File: src/rtl/uart_loopback_fifo.sv
// rtl/uart_loopback_fifo.sv - UART receiver feeding a FIFO that drains back out through a UART transmitter
`timescale 1ns/1ps
module uart_loopback_fifo #(
    parameter int CLK_FREQUENCY = 12_000_000,
    parameter int BAUD          = 115_200,
    parameter int DATA_BITS     = 8,
    parameter int PARITY        = 0,
    parameter int STOP_BITS     = 1,
    parameter int FIFO_DEPTH    = 16
) (
    input  logic                          clk_12mhz,
    input  logic                          reset,
    input  logic                          rxd,
    input  logic                          tx_hold,
    input  logic                          clear_err,
    output logic                          txd,
    output logic [7:0]                    led,
    output logic                          framing_err,
    output logic                          parity_err,
    output logic                          overflow,
    output logic [$clog2(FIFO_DEPTH):0]   fifo_count
);

    localparam int CLKS_PER_BIT = CLK_FREQUENCY / BAUD;
    localparam int CW           = $clog2(CLKS_PER_BIT + 1);
    localparam int AW           = $clog2(FIFO_DEPTH);
    localparam int CNTW         = AW + 1;

    localparam logic [CW-1:0]   BIT_LAST  = CW'(CLKS_PER_BIT - 1);
    localparam logic [CW-1:0]   HALF_LAST = CW'(CLKS_PER_BIT / 2 - 1);
    localparam logic [2:0]      IDX_LAST  = 3'(DATA_BITS - 1);
    localparam logic            STOP_LAST = (STOP_BITS == 2);
    localparam logic            HAS_PAR   = (PARITY != 0);
    localparam logic [AW-1:0]   PTR_ONE   = AW'(1);
    localparam logic [CNTW-1:0] CNT_ONE   = CNTW'(1);
    localparam logic [CNTW-1:0] CNT_FULL  = CNTW'(FIFO_DEPTH);

    localparam logic [2:0] S_IDLE   = 3'd0;
    localparam logic [2:0] S_START  = 3'd1;
    localparam logic [2:0] S_DATA   = 3'd2;
    localparam logic [2:0] S_PARITY = 3'd3;
    localparam logic [2:0] S_STOP   = 3'd4;

    function automatic logic par_of(input logic [DATA_BITS-1:0] d);
        return (PARITY == 2) ? ~^d : ^d;
    endfunction

    logic                 rx_meta;
    logic                 rx_s;
    logic [1:0]           sync_vld;
    logic                 rx_armed;
    logic [2:0]           rx_state;
    logic [CW-1:0]        rx_cnt;
    logic [2:0]           rx_idx;
    logic [DATA_BITS-1:0] rx_shift;
    logic                 rx_par_bit;
    logic                 rx_push;
    logic [DATA_BITS-1:0] rx_data;

    logic                 rx_stop_sample;
    logic                 frame_set;
    logic                 par_set;
    logic                 rx_good;

    logic [DATA_BITS-1:0] mem [FIFO_DEPTH];
    logic [AW-1:0]        wr_ptr;
    logic [AW-1:0]        rd_ptr;
    logic                 fifo_empty;
    logic                 fifo_full;
    logic                 push;
    logic                 pop;
    logic                 ovf_set;

    logic [2:0]           tx_state;
    logic [CW-1:0]        tx_cnt;
    logic [2:0]           tx_idx;
    logic                 tx_stop_idx;
    logic [DATA_BITS-1:0] tx_shift;
    logic                 tx_par;

    always_ff @(posedge clk_12mhz) begin
        if (reset) begin
            rx_meta  <= 1'b1;
            rx_s     <= 1'b1;
            sync_vld <= 2'b00;
        end else begin
            rx_meta  <= rxd;
            rx_s     <= rx_meta;
            sync_vld <= {sync_vld[0], 1'b1};
        end
    end

    // A start bit is only believed after a real high has come through the
    // synchronizer, both after reset and after a framing error.
    always_ff @(posedge clk_12mhz) begin
        if (reset)
            rx_armed <= 1'b0;
        else if (frame_set)
            rx_armed <= 1'b0;
        else if (sync_vld[1] && rx_s)
            rx_armed <= 1'b1;
    end

    assign rx_stop_sample = (rx_state == S_STOP) && (rx_cnt == BIT_LAST);
    assign frame_set      = rx_stop_sample && !rx_s;
    assign par_set        = rx_stop_sample && HAS_PAR && (rx_par_bit != par_of(rx_shift));
    assign rx_good        = rx_stop_sample && rx_s && !par_set;

    always_ff @(posedge clk_12mhz) begin
        if (reset) begin
            rx_state   <= S_IDLE;
            rx_cnt     <= '0;
            rx_idx     <= '0;
            rx_shift   <= '0;
            rx_par_bit <= 1'b0;
            rx_push    <= 1'b0;
            rx_data    <= '0;
        end else begin
            rx_push <= 1'b0;
            case (rx_state)
                S_IDLE: begin
                    rx_cnt <= '0;
                    if (rx_armed && !rx_s)
                        rx_state <= S_START;
                end
                S_START: begin
                    if (rx_cnt == HALF_LAST) begin
                        rx_cnt   <= '0;
                        rx_idx   <= '0;
                        rx_state <= rx_s ? S_IDLE : S_DATA;
                    end else begin
                        rx_cnt <= rx_cnt + 1'b1;
                    end
                end
                S_DATA: begin
                    if (rx_cnt == BIT_LAST) begin
                        rx_cnt   <= '0;
                        rx_shift <= {rx_s, rx_shift[DATA_BITS-1:1]};
                        if (rx_idx == IDX_LAST)
                            rx_state <= HAS_PAR ? S_PARITY : S_STOP;
                        else
                            rx_idx <= rx_idx + 1'b1;
                    end else begin
                        rx_cnt <= rx_cnt + 1'b1;
                    end
                end
                S_PARITY: begin
                    if (rx_cnt == BIT_LAST) begin
                        rx_cnt     <= '0;
                        rx_par_bit <= rx_s;
                        rx_state   <= S_STOP;
                    end else begin
                        rx_cnt <= rx_cnt + 1'b1;
                    end
                end
                S_STOP: begin
                    if (rx_cnt == BIT_LAST) begin
                        rx_cnt   <= '0;
                        rx_state <= S_IDLE;
                        if (rx_good) begin
                            rx_push <= 1'b1;
                            rx_data <= rx_shift;
                        end
                    end else begin
                        rx_cnt <= rx_cnt + 1'b1;
                    end
                end
                default: rx_state <= S_IDLE;
            endcase
        end
    end

    // Pop looks at occupancy before this cycle's push, so a fresh byte
    // always spends one cycle in the FIFO.
    assign fifo_empty = (fifo_count == '0);
    assign fifo_full  = (fifo_count == CNT_FULL);
    assign pop        = (tx_state == S_IDLE) && !tx_hold && !fifo_empty;
    assign push       = rx_push && (!fifo_full || pop);
    assign ovf_set    = rx_push && fifo_full && !pop;

    always_ff @(posedge clk_12mhz) begin
        if (push)
            mem[wr_ptr] <= rx_data;
    end

    always_ff @(posedge clk_12mhz) begin
        if (reset) begin
            wr_ptr     <= '0;
            rd_ptr     <= '0;
            fifo_count <= '0;
        end else begin
            if (push)
                wr_ptr <= wr_ptr + PTR_ONE;
            if (pop)
                rd_ptr <= rd_ptr + PTR_ONE;
            if (push && !pop)
                fifo_count <= fifo_count + CNT_ONE;
            else if (pop && !push)
                fifo_count <= fifo_count - CNT_ONE;
        end
    end

    always_ff @(posedge clk_12mhz) begin
        if (reset)
            led <= 8'h00;
        else if (rx_push)
            led <= 8'(rx_data);
    end

    always_ff @(posedge clk_12mhz) begin
        if (reset) begin
            framing_err <= 1'b0;
            parity_err  <= 1'b0;
            overflow    <= 1'b0;
        end else begin
            if (frame_set)
                framing_err <= 1'b1;
            else if (clear_err)
                framing_err <= 1'b0;
            if (par_set)
                parity_err <= 1'b1;
            else if (clear_err)
                parity_err <= 1'b0;
            if (ovf_set)
                overflow <= 1'b1;
            else if (clear_err)
                overflow <= 1'b0;
        end
    end

    always_ff @(posedge clk_12mhz) begin
        if (reset) begin
            tx_state    <= S_IDLE;
            tx_cnt      <= '0;
            tx_idx      <= '0;
            tx_stop_idx <= 1'b0;
            tx_shift    <= '0;
            tx_par      <= 1'b0;
        end else begin
            case (tx_state)
                S_IDLE: begin
                    tx_cnt <= '0;
                    if (pop) begin
                        tx_shift    <= mem[rd_ptr];
                        tx_par      <= par_of(mem[rd_ptr]);
                        tx_idx      <= '0;
                        tx_stop_idx <= 1'b0;
                        tx_state    <= S_START;
                    end
                end
                S_START: begin
                    if (tx_cnt == BIT_LAST) begin
                        tx_cnt   <= '0;
                        tx_state <= S_DATA;
                    end else begin
                        tx_cnt <= tx_cnt + 1'b1;
                    end
                end
                S_DATA: begin
                    if (tx_cnt == BIT_LAST) begin
                        tx_cnt   <= '0;
                        tx_shift <= tx_shift >> 1;
                        if (tx_idx == IDX_LAST)
                            tx_state <= HAS_PAR ? S_PARITY : S_STOP;
                        else
                            tx_idx <= tx_idx + 1'b1;
                    end else begin
                        tx_cnt <= tx_cnt + 1'b1;
                    end
                end
                S_PARITY: begin
                    if (tx_cnt == BIT_LAST) begin
                        tx_cnt   <= '0;
                        tx_state <= S_STOP;
                    end else begin
                        tx_cnt <= tx_cnt + 1'b1;
                    end
                end
                S_STOP: begin
                    if (tx_cnt == BIT_LAST) begin
                        tx_cnt <= '0;
                        if (tx_stop_idx == STOP_LAST)
                            tx_state <= S_IDLE;
                        else
                            tx_stop_idx <= 1'b1;
                    end else begin
                        tx_cnt <= tx_cnt + 1'b1;
                    end
                end
                default: tx_state <= S_IDLE;
            endcase
        end
    end

    // txd is registered from the state, so the line trails the FSM by one
    // cycle uniformly and every bit keeps its full width.
    always_ff @(posedge clk_12mhz) begin
        if (reset) begin
            txd <= 1'b1;
        end else begin
            case (tx_state)
                S_START:  txd <= 1'b0;
                S_DATA:   txd <= tx_shift[0];
                S_PARITY: txd <= tx_par;
                default:  txd <= 1'b1;
            endcase
        end
    end

endmodule

File: config.mk
export PLATFORM = sky130hd
export DESIGN_NAME = uart_loopback_fifo
export DESIGN_NICKNAME = d
export VERILOG_FILES = /design/src/rtl/uart_loopback_fifo.sv
export SDC_FILE = /design/constraint.sdc
export NUM_CORES = 1
export LEC_CHECK = 0
export CORE_ASPECT_RATIO = 2
export CORE_MARGIN = 3
export CORE_UTILIZATION = 50
export DETAILED_ROUTE_END_ITERATION = 8
export MAX_ROUTING_LAYER = met4
export PLACE_DENSITY = 0.7
export SYNTH_ARGS = -nofsm -noshare
export SYNTH_HDL_FRONTEND = slang
export SYNTH_SLANG_ARGS = --single-unit
File: constraint.sdc
create_clock -name clk_12mhz -period 2.7 [get_ports clk_12mhz]
set_clock_uncertainty 0.05 [all_clocks]
set_input_delay 0.405 -clock clk_12mhz [delete_from_list [all_inputs] [get_ports clk_12mhz]]
set_output_delay 0.405 -clock clk_12mhz [all_outputs]
set_load 0.02 [all_outputs]
Word-level counts from Yosys, hierarchy flattened
Memory sizes are Yosys's and may differ from the RTL's. A register that Yosys moved wholly into a read port is not among the register bits.
Index checks and enable logic that the tools add are counted.
{"block": "word_totals", "mem_bits_ro": 0, "elab_cells": 156, "latch_bits": 0, "out_inout_bits": 17, "ramBits": 128, "ff_bits": 82, "mem_count": 1}
{"block": "classes", "eq_ne": 29, "mux": 48, "order_cmp": 0, "shift": 0, "n_addsub": 8, "n_reduce_logical": 44, "n_div": 0, "n_bitwise": 2, "n_mul": 0}
{"memory": "mem", "depth": 16, "word_bits": 8, "rd": 1, "rd_clocked_by_memory_dff": 1, "wr": 1, "line": "65", "text": "logic [DATA_BITS-1:0] mem [FIFO_DEPTH];"}
{"cell": "2-to-1 mux 3 bit", "count": 19}
{"cell": "case mux 3 bit (5 select lines)", "count": 2}
{"cell": "!= test 2 bit, second input constant", "count": 14}
{"cell": "2-to-1 mux 7 bit", "count": 3}
{"cell": "case mux 7 bit (3 select lines)", "count": 1}
{"cell": "2-to-1 mux 8 bit", "count": 2}
{"cell": "case mux 8 bit (2 select lines)", "count": 1}
{"cell": "adder 7 x 1 -> 7 bit, second input constant", "count": 2}
{"cell": "equality test 7 bit, second input constant", "count": 2}
{"cell": "case mux 7 bit (2 select lines)", "count": 1}
{"cell": "nonzero test 2 bit", "count": 7}
{"cell": "equality test 3 x 2 -> 1 bit, second input constant", "count": 4}
{"cell": "equality test 3 bit, second input constant", "count": 4}
{"cell": "logical AND 1 bit", "count": 12}
{"cell": "case mux 3 bit (2 select lines)", "count": 2}
{"cell": "2-to-1 mux 1 bit", "count": 10}
{"cell": "2-to-1 mux 5 bit", "count": 2}
{"cell": "AND reduction 3 bit", "count": 3}
{"cell": "adder 4 x 1 -> 4 bit, second input constant", "count": 2}
{"cell": "2-to-1 mux 4 bit", "count": 2}
{"cell": "AND reduction 4 bit", "count": 2}
{"cell": "XOR reduction 8 bit", "count": 1}
{"cell": "equality test 7 x 6 -> 1 bit, second input constant", "count": 1}
{"cell": "AND reduction 7 bit", "count": 1}
{"cell": "20 further kinds", "count": 31}

Logic depth before layout (Yosys ltp)
{"block": "depth", "word_depth": 9, "mapped_depth": 14, "mapped_depth_nobuf": 13}

Worst setup path before layout
OpenSTA, ideal clock, no wires.
{"block": "synth_path", "path_type": "register to register", "from": "register rx_push", "to": "register fifo_count[4]", "path_buffers": 1, "path_slack_ns": -0.221, "stages_incl_launch_ff": 12, "required_ns": 2.580, "arrival_time_ns": 2.800, "setup_time_ns": 0.070, "path_cell_list": "dfxtp_1 -> clkbuf_1 -> inv_1 -> a31oi_1 -> ha_1 -> inv_1 -> fa_1 -> a21o_1 -> a21oi_1 -> xnor2_1 -> or3_1 -> a21oi_1"}
{"block": "synth_via", "elab_chain_cells": 4, "word_cells_on_any_way": 6}
{"element": "start, declared", "line": "57", "text": "logic rx_push;"}
{"element": "start signal, assigned", "line": "116", "text": "rx_push <= 1'b0;"}
{"element": "start signal, assigned", "line": "119", "text": "rx_push <= 1'b0;"}
{"element": "start signal, assigned", "line": "161", "text": "rx_push <= 1'b1;"}
{"element": "logical AND 1 bit *", "line": "178", "text": "assign push = rx_push && (!fifo_full || pop);"}
{"element": "via push", "line": "70", "text": "logic push;"}
{"element": "logical NOT 1 bit", "line": "198", "text": "else if (pop && !push)"}
{"element": "logical AND 1 bit", "line": "198"}
{"element": "nonzero test 2 bit (no source line)"}
{"element": "end signal, assigned", "line": "197", "text": "fifo_count <= fifo_count + CNT_ONE;"}
{"element": "end signal, assigned", "line": "199", "text": "fifo_count <= fifo_count - CNT_ONE;"}
{"element": "end, declared", "line": "21", "text": "output logic [$clog2(FIFO_DEPTH):0] fifo_count"}
The timed path passes the listed nets; every way through them passes the cells marked *.
A chain may end at the register's enable or synchronous reset.

Final worst setup path
{"block": "layout_path", "from": "register fifo_count[0]", "to": "register fifo_count[4]"}
{"block": "layout_via", "elab_chain_cells": 8, "word_cells_on_any_way": 16}
{"element": "branches (longest 8 deep; another with subtractor 5 x 1 -> 5 bit)"}
Parallel ways; which one is timed is not known. The select of a mux whose other input is x is not followed.

==> summary.md <==
| Metric | Value |
|---|---|
| Status | completed |
| RR Startpoint | fifo_count[0] |
| Mapped Area | between 8000 and 9000 µm² |
| Crit path max-delay family | simple AND/OR/NAND/NOR gates |
| Fin Setup TNS | 0 ns |
| Static leakage | between 3 and 4 nW |
| First drt pass iteration count | 4 |
| Placed cells | 863 |
| Worst R2R Setup Slack | 0.12 ns |
| Port bufs | 20 |
| Clock transition at path regs | around 0.07 ns |
| Initial antenna violation count | 0 |
| CTS sink cnt | roughly 210 |
| Initial Util | 51.10% |
| Met1 WL | about 5900 µm |
| Postcts setup bufs | 0 |
| RSZ-0062 raised after global routing | true |
| YS warnings | 0 |
| Most frequent cells in the layout | 128 x edfxtp_1, 97 x nor2_1, 82 x dfxtp_1 |
| Number of synthesized flops with an enable pin | around 130 |
| Register area share after synthesis | roughly 64% |
| CP peak stage delay | 0.40 ns |
| Largest net degree at the start of global routing | 44 |
| Worst hold path depth | 1 |
| Cells after Synth | 623 |
| DRT iter0 DRCs | 230 |
| Via density | 5.632 |
| Row count | 67 |
| Hold WC Path Type | flop to flop |
| Worst EP required | 3.06 ns |
| Rel. slew slack | 50.88% |
| Nets | 697 |
| Power density cells | approximately 840 nW/µm² |
| Max layer used | met4 |
| Vias in the first global route | ~5.3k |
| Worst path slowest cell | fa_1 |
| Via count | approximately 5.0k |
| Crit start category | flop |
| Crit-path max FO | 4 |
| CTS buffer count | 18 |
| Routability cong. | 0.8510 |
| Tot GR Track Use | 19.31% |
| Mean Syn Cell Area | 13.82 µm² |
| Area delta synth->final | 15.71% |
| Global-route wire length before repair | roughly 28000 µm |
| Routed len/inst | about 19 µm |
| Most common cell after layout, fill and taps aside | edfxtp_1 |
| Worst skew pair latency | 0.48 ns |
| Main flop type after synthesis | edfxtp_1 |
| Min cycle time layout | 2.580 ns |
| Syn Nets | 644 |
| Crit path cell chain | nor4_4 > nor2b_4 > nor2_2 > inv_1 > ha_1 > inv_1 > fa_1 > a21o_1 > a21oi_2 > xnor2_1 > or3_1 > a21oi_1 |
| Yosys reg bits | ~210 |
| DRC Markers | 0 |
| Synth cell types | 48 |
| HPWL after detailed placement | 12080 µm |
| Most used cell, CP | inv_1 |
| R2R depth | 12 |
| FFs w/ async S/R, synth | 0% |
| # Max-Cap Violations | 0 |
| Worst R2R End | fifo_count[4] |
| Final setup viols | 0 |
| CTS tree | yes |
| Final count of hold timing violations | 0 |
| Final wirelength | about 17000 µm |
| H-tree depth reported by CTS | 1 |
| WP depth | 12 |
| Hold Path Sink | rx_s |
| Clock Path Buffers | 3 |
| Period utilization | 95.56% |
| Chip Width | 98.79 µm |
| Final Max Slew Viols | 0 |
| Setup CP Type | flop to flop |
| Die area | 18920 µm² |
| Die H | 191.6 µm |
| Worst VDD drop | 0.0007186 V |
| Met2 WL post-DR | just under 10000 µm |
| IO Pins | 22 |
| Worst Setup End Kind | flop |
| Layout Cells excl Fill | 894 |
| Metal3 WL | roughly 440 µm |
| Antenna viol nets, final | 0 |
| Worst-Margin Slew | 0.7328 ns |
| Critical path arrival | 2.94 ns |
| Worst hold slack | 0.3636 ns |
| Buffers plus inverters on the worst setup path | 2 |
| Gr ovfl total | 0 |
| Peak Freq | between 300 and 400 MHz |
| CORE AREA | 16850 µm² |
| Layout cell share with drive strength beyond 1 | 15.14% |
| Ant. Diodes | 0 |
| Clock Root Buffer | clkbuf_16 |
| Hold_sp | rx_meta |
flip-flops by register name (all words and copies together) (netlist names), named ones only:
name,count
rx_push,1
framing_err,1
fifo_count,5
rx_data,8
wr_ptr,4
rx_armed,1
mem,128
tx_idx,3
led,8
overflow,1
tx_cnt,7
rx_idx,3
rx_state,3
tx_shift,8
rx_cnt,7
rx_shift,8
rx_s,1
tx_par,1
tx_state,3
rx_meta,1
txd,1
sync_vld,2
rd_ptr,4
synthesized netlist by cell type (all sizes together), types with 2 or more instances:
cell type  number  share of area, %
dfxtp          85                20
or3             4              0.29
nor3           10              0.64
o32a            2              0.23
mux2i          35               4.1
xor2            8              0.81
nand4           5              0.36
nand3           9              0.52
mux4           32               8.9
nor4b           2              0.28
nor2b           6              0.44
nand2b          9              0.65
inv            10              0.44
nand2          26               1.1
buf            13               1.0
or2             2              0.15
edfxtp        128                45
a311oi          3              0.31
a22oi          22               1.9
a21o            2              0.17
a211oi         10              0.87
a31oi           3              0.22
nor2           98               4.3
o21ai          14              0.81
a21oi          26               1.5
ha             15               2.2
nor4            3              0.22
clkbuf         18              0.78
xnor2          12               1.2
power by group:
part	total [mW]	switching, mW	leakage [nW]	internal [mW]
combinational	1.88	0.921	1.32	0.955
clock	2.85	1.09	0.316	1.76
sequential	3.68	0.124	1.88	3.55
total	8.40	2.13	3.51	6.27
timing repair:
| item | 4_1_cts | 5_1_grt |
|---|---|---|
| resized for setup | 0 | 6 |
| endpoints found under the setup margin | 0 | 7 |
| hold buffers | 0 | 0 |
worst max-delay path by stage:
stage | slack (ns) | startpoint | endpoint
6_report | 0.12 | fifo_count[0] | fifo_count[4]
5_1_grt | -0.04 | fifo_count[0] | fifo_count[4]
3_3_place_gp | -0.34 | tx_hold | fifo_count[4]
3_5_place_dp | -0.39 | tx_hold | fifo_count[4]
4_1_cts | 0.05 | fifo_count[0] | fifo_count[4]
2_1_floorplan | 0.03 | fifo_count[0] | fifo_count[4]
layout make-up:
class	instances	area, µm²
inverter	10	37.54
fill	1247	6888
multi-input combinational	369	2907
tap	207	259.0
clock inverter	9	170.2
clock buffer	22	486.7
timing repair buffer	64	550.5
sequential	213	5552
through the flow:
stage / area, µm² / utilization (%) / worst slack, ns / total power [mW]
floorplan: 8635 / - / 0.03388 / 5.028
global placement: 9288 / 55.12 / -0.3374 / 5.551
detailed placement: 9288 / 55.12 / -0.3873 / 5.598
CTS: 9945 / 59.02 / 0.04593 / 8.436
global route: 9962 / 59.12 / -0.04148 / 8.780
finish: 9962 / 59.12 / 0.1200 / 8.401
routing by layer:
metal | vias to the layer above | GRT usage [%]
met4 | 0 | 11.10
met3 | 39 | 1.890
met2 | 83 | 35.80
met1 | 2481 | 19.27
li1 | 2432 | -
met5 | - | -
kinds of logic (layout without fill, tap and decap cells):
group	after synthesis	in the layout	share of synthesized area (%)
xor gates and xnor gates	20	20	2.035
AOI/OAI and AO/OA	87	87	6.525
DFF	213	213	64.41
and+or+nand+nor	178	178	9.359
muxes	67	67	12.96
other	1	1	0.04356
adders and majority gates	16	16	2.412
buffers and inverters	41	105	2.253
Power figures use the tool's default switching activity.
